===== src/rtl/mem_dump_if.sv =====
// mem_dump_if: dump request, memory read port and UART byte handshake of mem_dump_ctrl.
interface mem_dump_if #(parameter int BYTE_ADDR_WIDTH = 6);
    localparam int WA = BYTE_ADDR_WIDTH - 2;
    logic          start;
    logic [WA-1:0] start_addr;
    logic [WA:0]   word_count;
    logic          rd_en;
    logic [WA-1:0] rd_addr;
    logic [31:0]   rd_data;
    logic [7:0]    tx_data;
    logic          tx_valid;
    logic          tx_ready;
    logic          busy;
    logic          done;
    modport master (
        input  start, start_addr, word_count, rd_data, tx_ready,
        output rd_en, rd_addr, tx_data, tx_valid, busy, done
    );
    modport slave (
        output start, start_addr, word_count, rd_data, tx_ready,
        input  rd_en, rd_addr, tx_data, tx_valid, busy, done
    );
endinterface


===== src/rtl/mem_dump_ctrl.sv =====
// mem_dump_ctrl: streams a range of 32-bit memory words out as little-endian bytes over a valid/ready link.
// Define MEM_DUMP_CHECKSUM_EN to append one byte holding the mod-256 sum of all data bytes.
module mem_dump_ctrl #(parameter int BYTE_ADDR_WIDTH = 6) (
    input logic        clk,
    input logic        rst,
    mem_dump_if.master bus
);
    localparam int WA = BYTE_ADDR_WIDTH - 2;
    localparam logic [2:0] IDLE    = 3'd0;
    localparam logic [2:0] READ    = 3'd1;
    localparam logic [2:0] CAPTURE = 3'd2;
    localparam logic [2:0] SEND    = 3'd3;
    localparam logic [2:0] FIN     = 3'd5;
`ifdef MEM_DUMP_CHECKSUM_EN
    localparam logic [2:0] CHKSUM  = 3'd4;
    logic [7:0]  sum;
`endif
    logic [2:0]  state;
    logic [WA:0] cnt;
    logic [1:0]  idx;
    logic [31:0] word_buf;
    logic [31:0] shifted;
    logic        xfer;
    logic        last_word;
    assign xfer      = bus.tx_valid && bus.tx_ready;
    assign last_word = cnt == (WA+1)'(1);
    assign shifted   = word_buf >> {idx + 2'd1, 3'b000};
    // rd_addr doubles as the running word address; it only matters while rd_en is high
    always_ff @(posedge clk) begin
        if (rst) begin
            state      <= IDLE;
            bus.rd_en    <= 1'b0;
            bus.rd_addr  <= '0;
            bus.tx_valid <= 1'b0;
            bus.tx_data  <= '0;
            bus.busy     <= 1'b0;
            bus.done     <= 1'b0;
            cnt        <= '0;
            idx        <= '0;
            word_buf   <= '0;
`ifdef MEM_DUMP_CHECKSUM_EN
            sum        <= '0;
`endif
        end else begin
            bus.done <= 1'b0;
            case (state)
                IDLE: if (bus.start) begin
                    bus.rd_addr <= bus.start_addr;
                    cnt         <= bus.word_count;
                    bus.busy    <= 1'b1;
`ifdef MEM_DUMP_CHECKSUM_EN
                    sum         <= '0;
`endif
                    if (bus.word_count == '0) begin
                        state    <= FIN;
                        bus.done <= 1'b1;
                    end else begin
                        state     <= READ;
                        bus.rd_en <= 1'b1;
                    end
                end
                READ: begin
                    bus.rd_en <= 1'b0;
                    state     <= CAPTURE;
                end
                CAPTURE: begin
                    word_buf     <= bus.rd_data;
                    idx          <= '0;
                    bus.tx_data  <= bus.rd_data[7:0];
                    bus.tx_valid <= 1'b1;
                    state        <= SEND;
                end
                SEND: if (xfer) begin
`ifdef MEM_DUMP_CHECKSUM_EN
                    sum <= sum + bus.tx_data;
`endif
                    if (idx == 2'd3) begin
                        bus.tx_valid <= 1'b0;
                        cnt          <= cnt - (WA+1)'(1);
                        bus.rd_addr  <= bus.rd_addr + WA'(1);
                        if (!last_word) begin
                            state     <= READ;
                            bus.rd_en <= 1'b1;
                        end else begin
`ifdef MEM_DUMP_CHECKSUM_EN
                            state <= CHKSUM;
`else
                            state    <= FIN;
                            bus.done <= 1'b1;
`endif
                        end
                    end else begin
                        idx         <= idx + 2'd1;
                        bus.tx_data <= shifted[7:0];
                    end
                end
`ifdef MEM_DUMP_CHECKSUM_EN
                // one idle cycle after the last data byte, then the sum goes out under the same handshake
                CHKSUM: if (!bus.tx_valid) begin
                    bus.tx_valid <= 1'b1;
                    bus.tx_data  <= sum;
                end else if (bus.tx_ready) begin
                    bus.tx_valid <= 1'b0;
                    state        <= FIN;
                    bus.done     <= 1'b1;
                end
`endif
                FIN: begin
                    bus.busy <= 1'b0;
                    state    <= IDLE;
                end
                default: state <= IDLE;
            endcase
        end
    end
endmodule


===== src/flat_wrapper.sv =====
// flat-port wrapper written by rule: the top's interface ports become plain ports
module mem_dump_ctrl_flat 
#(parameter int BYTE_ADDR_WIDTH = 6)
  (clk, rst, bus_start, bus_start_addr, bus_word_count, bus_rd_data, bus_tx_ready, bus_rd_en, bus_rd_addr, bus_tx_data, bus_tx_valid, bus_busy, bus_done);
  mem_dump_if #(.BYTE_ADDR_WIDTH(BYTE_ADDR_WIDTH)) bus_i ();
  input logic clk;
  input logic rst;
  input wire logic [$bits(bus_i.start)-1:0] bus_start;
  input wire logic [$bits(bus_i.start_addr)-1:0] bus_start_addr;
  input wire logic [$bits(bus_i.word_count)-1:0] bus_word_count;
  input wire logic [$bits(bus_i.rd_data)-1:0] bus_rd_data;
  input wire logic [$bits(bus_i.tx_ready)-1:0] bus_tx_ready;
  output wire logic [$bits(bus_i.rd_en)-1:0] bus_rd_en;
  output wire logic [$bits(bus_i.rd_addr)-1:0] bus_rd_addr;
  output wire logic [$bits(bus_i.tx_data)-1:0] bus_tx_data;
  output wire logic [$bits(bus_i.tx_valid)-1:0] bus_tx_valid;
  output wire logic [$bits(bus_i.busy)-1:0] bus_busy;
  output wire logic [$bits(bus_i.done)-1:0] bus_done;
  assign bus_i.start = bus_start;
  assign bus_i.start_addr = bus_start_addr;
  assign bus_i.word_count = bus_word_count;
  assign bus_i.rd_data = bus_rd_data;
  assign bus_i.tx_ready = bus_tx_ready;
  assign bus_rd_en = bus_i.rd_en;
  assign bus_rd_addr = bus_i.rd_addr;
  assign bus_tx_data = bus_i.tx_data;
  assign bus_tx_valid = bus_i.tx_valid;
  assign bus_busy = bus_i.busy;
  assign bus_done = bus_i.done;
  mem_dump_ctrl #(.BYTE_ADDR_WIDTH(BYTE_ADDR_WIDTH)) u_core (.clk(clk), .rst(rst), .bus(bus_i));
endmodule

===== config.mk =====
export PLATFORM = sky130hd
export DESIGN_NAME = mem_dump_ctrl_flat
export DESIGN_NICKNAME = d
export VERILOG_FILES = /design/src/rtl/mem_dump_if.sv /design/src/rtl/mem_dump_ctrl.sv /design/src/flat_wrapper.sv
export SDC_FILE = /design/constraint.sdc
export NUM_CORES = 1
export LEC_CHECK = 0
export CAP_MARGIN = 20
export CORE_ASPECT_RATIO = 1.25
export CORE_MARGIN = 4
export CORE_UTILIZATION = 30
export DETAILED_ROUTE_END_ITERATION = 8
export PLACE_DENSITY_LB_ADDON = 0.1
export SLEW_MARGIN = 20
export SYNTH_ARGS = -nofsm -noshare
export SYNTH_HDL_FRONTEND = slang
export SYNTH_SLANG_ARGS = --single-unit

===== constraint.sdc =====
create_clock -name clk -period 3.55 [get_ports clk]
set_input_delay 1.065 -clock clk [delete_from_list [all_inputs] [get_ports clk]]
set_output_delay 1.065 -clock clk [all_outputs]
set_load 0.01 [all_outputs]

# After elaboration in Yosys (flattened, before gate mapping)
# Index checks and enable logic that the tools add are counted.
dict set report word_totals {
  reg_bits 58
  wordCells 76
  out_inout_bits 16
}
dict set report op_classes {
  reduce_logical 13
  add_sub_neg 3
  n_eq_ne 12
  shift 1
  mux 37
}
# op n
set op_table {}
lappend op_table {{32-bit by 5-bit right shift with 8-bit output} 1}
lappend op_table {{8-bit two-way mux} 2}
lappend op_table {{8-bit case mux with 2 select lines} 1}
lappend op_table {{3-bit two-way mux} 5}
lappend op_table {{5-bit two-way mux} 3}
lappend op_table {{1-bit two-way mux} 13}
lappend op_table {{4-bit two-way mux} 3}
lappend op_table {{3-bit case mux with 4 select lines} 1}
lappend op_table {{5-bit case mux with 2 select lines} 1}
lappend op_table {{3-bit AND reduction} 3}
lappend op_table {{2-bit inequality test (second input constant)} 4}
lappend op_table {{4-bit case mux with 2 select lines} 1}
lappend op_table {{3-bit by 2-bit equality test with 1-bit output (second input constant)} 2}
lappend op_table {{1-bit case mux with 2 select lines} 3}
lappend op_table {{6-bit AND reduction} 1}
lappend op_table {{2-bit nonzero test} 3}
lappend op_table {{5-bit by 1-bit equality test with 1-bit output (second input constant)} 1}
lappend op_table {{5-bit zero test} 1}
lappend op_table {{5-bit by 1-bit subtractor with 5-bit output (second input constant)} 1}
lappend op_table {{4-bit by 1-bit adder with 4-bit output (second input constant)} 1}
lappend op_table {{2-bit two-way mux} 2}
lappend op_table {{2-bit by 1-bit inequality test with 1-bit output (second input constant)} 2}
lappend op_table {{2-bit case mux with 2 select lines} 1}
lappend op_table {{4-bit AND reduction} 1}
lappend op_table {{other kinds (9)} 9}

# Depth between registers and ports, before layout
# Gate-level depths: netlist (run 1).
dict set report logic_depth {
  ltp_word 5
  mapped_depth 6
  ltp_nobuf 6
}

# Worst setup path after synthesis (run 1)
# No wires, ideal clock.
dict set report synth_timing {
  path_kind {in2reg}
  from {input bus_start}
  to {register u_core.cnt[0]}
  path_buffers 1
  path_stages 5
  setup_ns 0.086
  arrival_time_ns 1.972
  path_slack_ns 1.492
  path_cell_list {nor3b_2 a22o_1 buf_4 o21ai_2 a221oi_2}
}
dict set report synth_between {
  elab_chain_len 2
}
# item line_no
set synth_rtl {}
lappend synth_rtl {{from (decl)} flat_wrapper.sv:8} ;# input wire logic [$bits(bus_i.start)-1:0] bus_start;
lappend synth_rtl {{2-bit inequality test (no line)} --}
lappend synth_rtl {{4-bit AND reduction (no line)} --}
lappend synth_rtl {{to (signal assigned)} mem_dump_ctrl.sv:49} ;# cnt <= bus.word_count;
lappend synth_rtl {{to (signal assigned)} mem_dump_ctrl.sv:79} ;# cnt <= cnt - (WA+1)'(1);
lappend synth_rtl {{to (decl)} mem_dump_ctrl.sv:19} ;# logic [WA:0] cnt;
# No other way between the ends.
# A chain may end at the register's enable or synchronous reset.

# Worst setup path after layout (run 1)
# Ends and elaborated chain as after synthesis.

==> results of run 1 <==
metal layers:
metal / up-vias / share of wire [%] / global-route usage, %
li1: 1230 / - / -
met3: 4 / 4.5 / 4.06
met5: - / 0 / 0
met1: 1127 / 45 / 16.3
met4: 0 / 0.84 / 5.45
met2: 58 / 49 / 23.2
synthesized netlist by cell type, types with 2 or more instances:
cell / n / area (um2)
a31oi_1: 11 / 68.8
clkbuf_1: 13 / 48.8
nand3b_1: 2 / 15.0
nand3_1: 4 / 20.0
nor3_1: 5 / 25.0
mux4_2: 8 / 180
a311oi_1: 2 / 17.5
inv_1: 8 / 30.0
buf_4: 2 / 15.0
nor2_1: 6 / 22.5
dfxtp_1: 58 / 1160
o211ai_1: 2 / 15.0
nor4_1: 2 / 12.5
nand2b_1: 2 / 12.5
buf_2: 7 / 35.0
and2_1: 4 / 25.0
ha_1: 4 / 50.1
a311oi_2: 2 / 30.0
nand2_1: 91 / 342
o21ai_0: 19 / 95.1
a21oi_1: 45 / 225
kinds of logic (layout without fill, tap and decap cells):
family,after synthesis,count (layout)
DFF,58,58
adders and majority gates,4,4
and+or+nand+nor,123,123
buffers and inverters,30,89
AOI/OAI and AO/OA,94,94
muxes,9,9
state kept, by name (all words and copies together) (netlist names):
signal and count:
u_core.idx 2, u_core.bus.tx_data 8, u_core.bus.busy 1, u_core.cnt 5, u_core.state 3, u_core.word_buf 32, u_core.bus.rd_en 1, u_core.bus.rd_addr 4
u_core.bus.done 1, u_core.bus.tx_valid 1
layout by cell type (no fill, tap or decap), types with 5 or more instances in the layout:
cell             instances
a31oi_1                 11
dfxtp_1                 58
o21ai_0                 19
mux4_2                   8
inv_1                    8
clkbuf_8                10
nor3_1                   5
a21oi_1                 45
nand2_1                 91
clkdlybuf4s50_1         59
buf_4                    5
nor2_1                   5
cell type report:
type | instances | share of cell area (%)
repair buffers | 65 | 17.8
multi-input cells | 230 | 37.7
clock buffers | 10 | 3.86
clock inverters | 6 | 3.16
flip-flops and latches | 58 | 32.6
inverters | 8 | 0.842
well taps | 117 | 4.11
worst min-delay path by stage:
stage	start	to	depth (start not counted)
2_1_floorplan	u_core.word_buf[0]	u_core.word_buf[0]	2
4_1_cts	u_core.word_buf[27]	u_core.word_buf[27]	2
3_5_place_dp	u_core.word_buf[18]	u_core.word_buf[18]	2
3_3_place_gp	u_core.word_buf[0]	u_core.word_buf[0]	2
6_report	u_core.word_buf[27]	u_core.word_buf[27]	2
5_1_grt	u_core.word_buf[18]	u_core.word_buf[18]	2
metrics by stage:
stage / cells / hold WS (ns) / total power, W / cell area (um2)
floorplan: 318 / 0.433 / 0.000866 / 2630
CTS: 494 / 0.458 / 0.00175 / 3570
global route: 494 / 0.470 / 0.00181 / 3570
detailed placement: 478 / 0.448 / 0.000986 / 3320
finish: 494 / 0.455 / 0.00173 / 3570
global placement: 478 / 0.440 / 0.000985 / 3320
where the power goes:
group | total, W | switching [W] | leakage [nW] | internal (W)
clock | 0.000766 | 0.000278 | 0.127 | 0.000488
sequential | 0.000727 | 0.0000340 | 0.473 | 0.000693
combinational | 0.000242 | 0.000117 | 0.634 | 0.000124
worst register-to-register path: stages (launching register included):
cell	delay [ns]
dfxtp_1	0.62
nand2b_1	0.27
nor2_2	0.75
buf_4	0.32
nand2_1	0.08
a21oi_1	0.12
==> flow_summary.json, run 1 <==
{
  "power_density_mw_per_mm2": 486,
  "grtUsageTotal_pct": 13.7,
  "dieWidth_um": 91.8,
  "grt_pass1_vias": 2283,
  "maxCapViolCount": 0,
  "leakage_nw": 1.23,
  "grt_pass1_wl_um": 11200,
  "synthArstFlopShare_pct": 0,
  "synth_compound_area_share_pct": 21.7,
  "initial_core_util_pct": 31.4,
  "final_util_pct": 42.6,
  "syn_nets": 367,
  "root_buffer": "clkbuf_8",
  "grt_max_degree": 34,
  "cts_max_level": 3,
  "rows": 37,
  "crit_family": "compound AO/OA/AOI/OAI gates",
  "clock-skew-final_ns": 0.00826,
  "drv_slew": 0,
  "rsz0062_at_grt": "false",
  "fin_tns_setup_ns": 0,
  "ir_worst_vdd_mv": 0.172,
  "max_stage_delay_ns": 0.49,
  "drt_first_pass_iters": 4,
  "start_kind": "input pin",
  "finalSetupViolations": 0,
  "synthAdderAreaFrac_pct": 1.90,
  "ys_types": 42,
  "wl_um": 7010,
  "post_cts_buffers": 0,
  "yosys.area_share.simple_pct": 20.2,
  "drt_first_iter_violations": 104,
  "nNetsFinal": 421,
  "vias": 2419,
  "yosysSeqAreaShare_pct": 44.1,
  "clock.fmax_mhz": 392,
  "rr_worst_depth": 5,
  "netlist_instances": 318,
  "drive_gt1_share_pct": 10.3,
  "syn_area_mm2": 0.00263,
  "antenna_left": 0,
  "synth_flop_cell": "dfxtp_1",
  "muxShareOfSynthArea_pct": 7.27,
  "gp_congestion": 0.715,
  "rrSetupSlack_ns": 1.33,
  "cts_tree": "built",
  "multi_input_area_mm2": 0.00135,
  "clock_sinks": 58,
  "cp.depth": 5,
  "tightest_slew_ns": 0.905,
  "reg2reg_from": "u_core.state[1]",
  "cp-endpoint": "u_core.cnt[0]",
  "die_h_um": 113,
  "critPathLaunch": "bus_start",
  "fin_crit_ns": 2.55,
  "syn_to_final_growth_pct": 35.5,
  "cp-end-kind": "flop",
  "clk_pin_slew_ns": 0.06,
  "critPathKind": "in2reg",
  "num-fill-cells": 861,
  "antenna_cells": 0,
  "fin_crit_sh_pct": 71.9,
  "pin_count": 61,
  "insertion_delay_ns": 0.34,
  "yosysWarnings": 0,
  "synth-xor-area-share_pct": 0,
  "cts_resized": 0,
  "hold_viol": 0,
  "path_cells": "clkdlybuf4s50_1, nor3b_2, a22o_1, o21ai_2, a221oi_2",
  "dpl.hpwl_um": 4830,
  "ys_ff_latch": 58,
  "hold_path.class": "reg2reg",
  "io_buffers": 60,
  "core-area_mm2": 0.00838,
  "status": "finished, final reports clean",
  "setup_slack_ns": 0.999,
  "critPathSlowestCell": "clkdlybuf4s50_1",
  "cp.required_ns": 3.79,
  "cts_buffers": 9,
  "wire_per_inst_um": 14.2,
  "pre_cts_slack_ns": 0.636,
  "cp_max_fo": 10,
  "grt_antenna_before_repair": 0,
  "critical_path_arrival_ns": 2.80,
  "grt_overflow": 0,
  "regArea_mm2": 0.00116,
  "die-area_mm2": 0.0103,
  "clock_path_buffers": 2,
  "critPathBufInv": 1,
  "synth-edff-count": 0,
  "via_per_inst": 4.90,
  "syn_area_per_cell_um2": 8.28,
  "postCtsHoldBufs": 0,
  "regToRegEndpoint": "u_core.word_buf[0]",
  "synth_top_family_by_area": "compound AO/OA/AOI/OAI gates",
  "drc_errors": 0,
  "slew_headroom_pct": 39.6
}
Note: power is estimated with default switching activity, not from simulation.
==> inputs of run 2 (changes only) <==
==> constraint.sdc (replaced) <==
create_clock -name clk -period 2.5 [get_ports clk]
set_input_delay 0.75 -clock clk [delete_from_list [all_inputs] [get_ports clk]]
set_output_delay 0.75 -clock clk [all_outputs]
set_load 0.01 [all_outputs]
==> flow_summary.json, run 2 (same netlist as run 1, synthesis figures left out) <==
{
  "mostFrequentLayoutCell": "nand2_1",
  "insertion_delay_ns": 0.34,
  "grt_pass1_vias": 2461,
  "vias": 2438,
  "cp-end-kind": "output pin",
  "clk_pin_slew_ns": 0.07,
  "antenna_cells": 0,
  "grt_max_degree": 34,
  "critPathSlowestCell": "clkdlybuf4s50_1",
  "drive_gt1_share_pct": 11.2,
  "die_h_um": 113,
  "drc_errors": 0,
  "finalSetupViolations": 0,
  "cp.required_ns": 1.75,
  "num-fill-cells": 892,
  "ir_worst_vdd_mv": 0.286,
  "gp_congestion": 0.717,
  "antenna_left": 0,
  "postCtsHoldBufs": 0,
  "hold_path.class": "reg2reg",
  "grt_antenna_before_repair": 0,
  "final_util_pct": 42.9,
  "cts_resized": 0,
  "final_cell_mix": "nand2_1 (91), clkdlybuf4s50_1 (59), dfxtp_1 (58), a21oi_1 (45), o21ai_0 (19)",
  "cts_buffers": 9,
  "grt_pass1_wl_um": 11800,
  "cts_tree": "built",
  "power_density_mw_per_mm2": 675,
  "post_cts_buffers": 0,
  "largest_register_ffs": 32,
  "drt_first_iter_violations": 80,
  "rows": 37,
  "hold_viol": 0,
  "clock.fmax_mhz": 482,
  "grt_overflow": 0,
  "fin_crit_ns": 2.08,
  "dp.cells": 484,
  "grtUsageTotal_pct": 14.1,
  "critPathBufInv": 1,
  "tightest_slew_ns": 0.581,
  "clock_path_buffers": 2,
  "nNetsFinal": 427,
  "critical_path_arrival_ns": 1.33,
  "syn_to_final_growth_pct": 36.5,
  "fin_tns_setup_ns": 0,
  "max_stage_delay_ns": 0.58,
  "cts_max_level": 3,
  "path_cells": "clkdlybuf4s50_1",
  "pin_count": 61,
  "fin_cells": 500,
  "maxCapViolCount": 0,
  "io_buffers": 60,
  "via_per_inst": 4.88,
  "drv_slew": 0,
  "largest_register": "u_core.word_buf",
  "fin_crit_sh_pct": 83.0,
  "wl_um": 7100,
  "critPathKind": "reg2out",
  "initial_core_util_pct": 31.4,
  "rrSetupSlack_ns": 0.68,
  "crit_family": "buffers and inverters",
  "dieWidth_um": 91.8,
  "drt_first_pass_iters": 4,
  "start_kind": "flop",
  "slew_headroom_pct": 61.2,
  "dpl.hpwl_um": 4860,
  "wire_per_inst_um": 14.2,
  "rsz0062_at_grt": "false",
  "top_regs": "u_core.word_buf: 32 flops, u_core.bus.tx_data: 8 flops, u_core.cnt: 5 flops",
  "die-area_mm2": 0.0103,
  "core-area_mm2": 0.00838,
  "status": "finished, final reports clean",
  "clock_sinks": 58,
  "power.total_w": 0.00243,
  "root_buffer": "clkbuf_8",
  "leakage_nw": 1.25,
  "clock-skew-final_ns": 0.0114,
  "cp_max_fo": 5
}
==> run 2: path summary, 6_finish.rpt <==
kind              cells after the start             startpoint               endpoint
hold reg to reg                       2    u_core.word_buf[26]    u_core.word_buf[26]
setup / recovery                      1  u_core.bus.rd_addr[0]         bus_rd_addr[0]
hold / removal                        2    u_core.word_buf[26]    u_core.word_buf[26]
setup reg to reg                      4        u_core.state[0]  u_core.bus.rd_addr[0]
==> run 2: layout make-up <==
type / instances / area, um2 / share of cell area, %
Timing Repair Buffer: 71 / 678 / 18.9
Inverter: 8 / 30.0 / 0.835
Tap cell: 117 / 146 / 4.07
Sequential cell: 58 / 1160 / 32.3
Clock buffer: 11 / 131 / 3.65
Clock inverter: 5 / 103 / 2.85
Multi-Input combinational cell: 230 / 1350 / 37.4
==> run 2: per-stage QoR <==
step	instance area [um2]	setup WS, ns	hold WS (ns)
6_report	3590	0.425	0.457
5_1_grt	3590	0.353	0.479
2_1_floorplan	2630	0.757	0.433
3_3_place_gp	3360	0.130	0.443
3_5_place_dp	3360	0.136	0.448
4_1_cts	3590	0.402	0.458
==> run 2: routing by layer <==
| metal | share of wire [%] | GRT usage, % | vias up |
|---|---|---|---|
| met4 | 1.5 | 4.86 | 0 |
| met2 | 47 | 23.7 | 50 |
| li1 | - | - | 1232 |
| met1 | 47 | 17.3 | 1146 |
| met3 | 4.5 | 3.86 | 10 |
| met5 | 0 | 0 | - |
==> run 2: power by group <==
part	switching, W	internal (W)
registers	0.0000484	0.000984
logic	0.000168	0.000183
clock network	0.000381	0.000662
total	0.000597	0.00183
==> inputs of run 3 (changes only) <==
==> constraint.sdc (replaced) <==
create_clock -name clk -period 2 [get_ports clk]
set_input_delay 0.6 -clock clk [delete_from_list [all_inputs] [get_ports clk]]
set_output_delay 0.6 -clock clk [all_outputs]
set_load 0.01 [all_outputs]
==> flow_summary.json, run 3 (same netlist as run 1, synthesis figures left out) <==
{
  "power_density_mw_per_mm2": 776,
  "drt_first_pass_iters": 4,
  "via_per_inst": 4.77,
  "clock_path_buffers": 2,
  "start_kind": "flop",
  "tightest_slew_ns": 0.390,
  "status": "finished, final reports clean",
  "design_area_mm2": 0.00367,
  "pin_count": 61,
  "reg2reg_from": "u_core.state[1]",
  "core-area_mm2": 0.00838,
  "root_buffer": "clkbuf_8",
  "clock_sinks": 58,
  "leakage_nw": 1.30,
  "p_comb_share_pct": 16.9,
  "vias": 2433,
  "p_switching_w": 0.000716,
  "initial_core_util_pct": 31.4,
  "cp-end-kind": "output pin",
  "postCtsHoldBufs": 0,
  "critPathLaunch": "u_core.bus.rd_addr[0]",
  "cts_tree": "built",
  "die-area_mm2": 0.0103,
  "grt_pass1_wl_um": 11900,
  "path_cells": "clkdlybuf4s50_1",
  "grt_max_degree": 34,
  "dp.cells": 494,
  "fin_tns_setup_ns": 0,
  "cts_buffers": 9,
  "critPathSlowestCell": "clkdlybuf4s50_1",
  "slew_headroom_pct": 74.0,
  "largest_register_ffs": 32,
  "wl_um": 7030,
  "sequentialPowerShare_pct": 45.0,
  "maxCapViolCount": 0,
  "critPathBufInv": 1,
  "rows": 37,
  "max_stage_delay_ns": 0.57,
  "grt_pass1_vias": 2474,
  "mostFrequentLayoutCell": "nand2_1",
  "hold_viol": 0,
  "hold_path.class": "reg2reg",
  "drive_gt1_share_pct": 13.2,
  "antenna_left": 0,
  "num-fill-cells": 873,
  "fin_cells": 510,
  "crit_family": "buffers and inverters",
  "antenna_cells": 0,
  "dpl.hpwl_um": 4960,
  "cts_resized": 0,
  "syn_to_final_growth_pct": 39.5,
  "cp_max_fo": 5,
  "cts_max_level": 3,
  "cp.required_ns": 1.40,
  "critical_path_arrival_ns": 1.32,
  "drc_errors": 0,
  "grt_antenna_before_repair": 0,
  "critPathKind": "reg2out",
  "final_cell_mix": "nand2_1 (91), clkdlybuf4s50_1 (59), dfxtp_1 (58), a21oi_1 (45), o21ai_0 (19)",
  "clock.fmax_mhz": 521,
  "finalSetupViolations": 0,
  "dieWidth_um": 91.8,
  "clock-skew-final_ns": 0.00840,
  "p_int_w": 0.00213,
  "io_buffers": 60,
  "swShare_pct": 25.1,
  "nNetsFinal": 437,
  "wire_per_inst_um": 13.8,
  "fin_crit_sh_pct": 95.9,
  "largest_register": "u_core.word_buf",
  "grtUsageTotal_pct": 14.3,
  "ir_worst_vdd_mv": 0.344,
  "clkPwrFrac_pct": 38.1,
  "post_cts_buffers": 0,
  "die_h_um": 113,
  "top_regs": "u_core.word_buf: 32 flops, u_core.bus.tx_data: 8 flops, u_core.cnt: 5 flops",
  "drt_first_iter_violations": 93,
  "gp_congestion": 0.729,
  "insertion_delay_ns": 0.32,
  "rsz0062_at_grt": "false",
  "clk_pin_slew_ns": 0.07,
  "hp-start": "u_core.word_buf[11]",
  "placed_area_mm2": 0.00347,
  "grt_overflow": 0,
  "fin_crit_ns": 1.92,
  "drv_slew": 0
}
==> run 3: cell count changes in the layout (fill, tap and decap cells not counted), moves of 2 or more <==
cell and change:
buf_12 +3, bufinv_16 -2, clkbuf_8 +2, buf_4 +7
==> run 3: path summary, 6_finish.rpt <==
kind	end	slack, ns	cells past startpoint
worst max-delay path	bus_rd_addr[0]	0.08	1
worst min-delay path	u_core.word_buf[11]	0.45	2
worst max register to register	u_core.cnt[0]	0.32	5
worst min register to register	u_core.word_buf[11]	0.45	2
==> run 3: area by class of cell <==
type	instances	area, um2	share of cell area (%)
Multi-Input combinational cell	230	1350	36.7
Sequential cell	58	1160	31.6
Timing Repair Buffer	81	791	21.5
Clock buffer	14	163	4.43
Tap cell	117	146	3.99
Clock inverter	2	35.0	0.954
Inverter	8	30.0	0.818
==> run 3: power groups by stage <==
stage	combinational [W]	clock, W	sequential, W
CTS	0.000489	0.00112	0.00128
detailed placement	0.000487	0	0.00131
finish	0.000482	0.00108	0.00128
global route	0.000534	0.00117	0.00129
floorplan	0.000230	0	0.00131
global placement	0.000485	0	0.00131
==> run 3: stage by stage <==
step | power (W) | worst slack (ns) | utilization [%] | hold slack (ns)
4_1_cts | 0.00290 | 0.0505 | 43.8 | 0.457
2_1_floorplan | 0.00154 | 0.407 | - | 0.433
5_1_grt | 0.00300 | 0.0212 | 43.8 | 0.478
3_3_place_gp | 0.00179 | -0.0965 | 41.5 | 0.442
6_report | 0.00285 | 0.0820 | 43.8 | 0.455
3_5_place_dp | 0.00180 | -0.163 | 41.5 | 0.447
==> run 3: worst min-delay path: stages (launching register included) <==
cell and delay [ns]:
dfxtp_1 0.31, nand2_1 0.05, a21oi_1 0.05
==> run 3: routing by layer <==
| layer | track usage (%) | wire (um) | vias to the layer above |
|---|---|---|---|
| met4 | 5.25 | 109 | 0 |
| met3 | 3.19 | 302 | 8 |
| met1 | 17.7 | 3180 | 1118 |
| li1 | - | - | 1256 |
| met5 | 0 | 0 | - |
| met2 | 24.2 | 3440 | 51 |
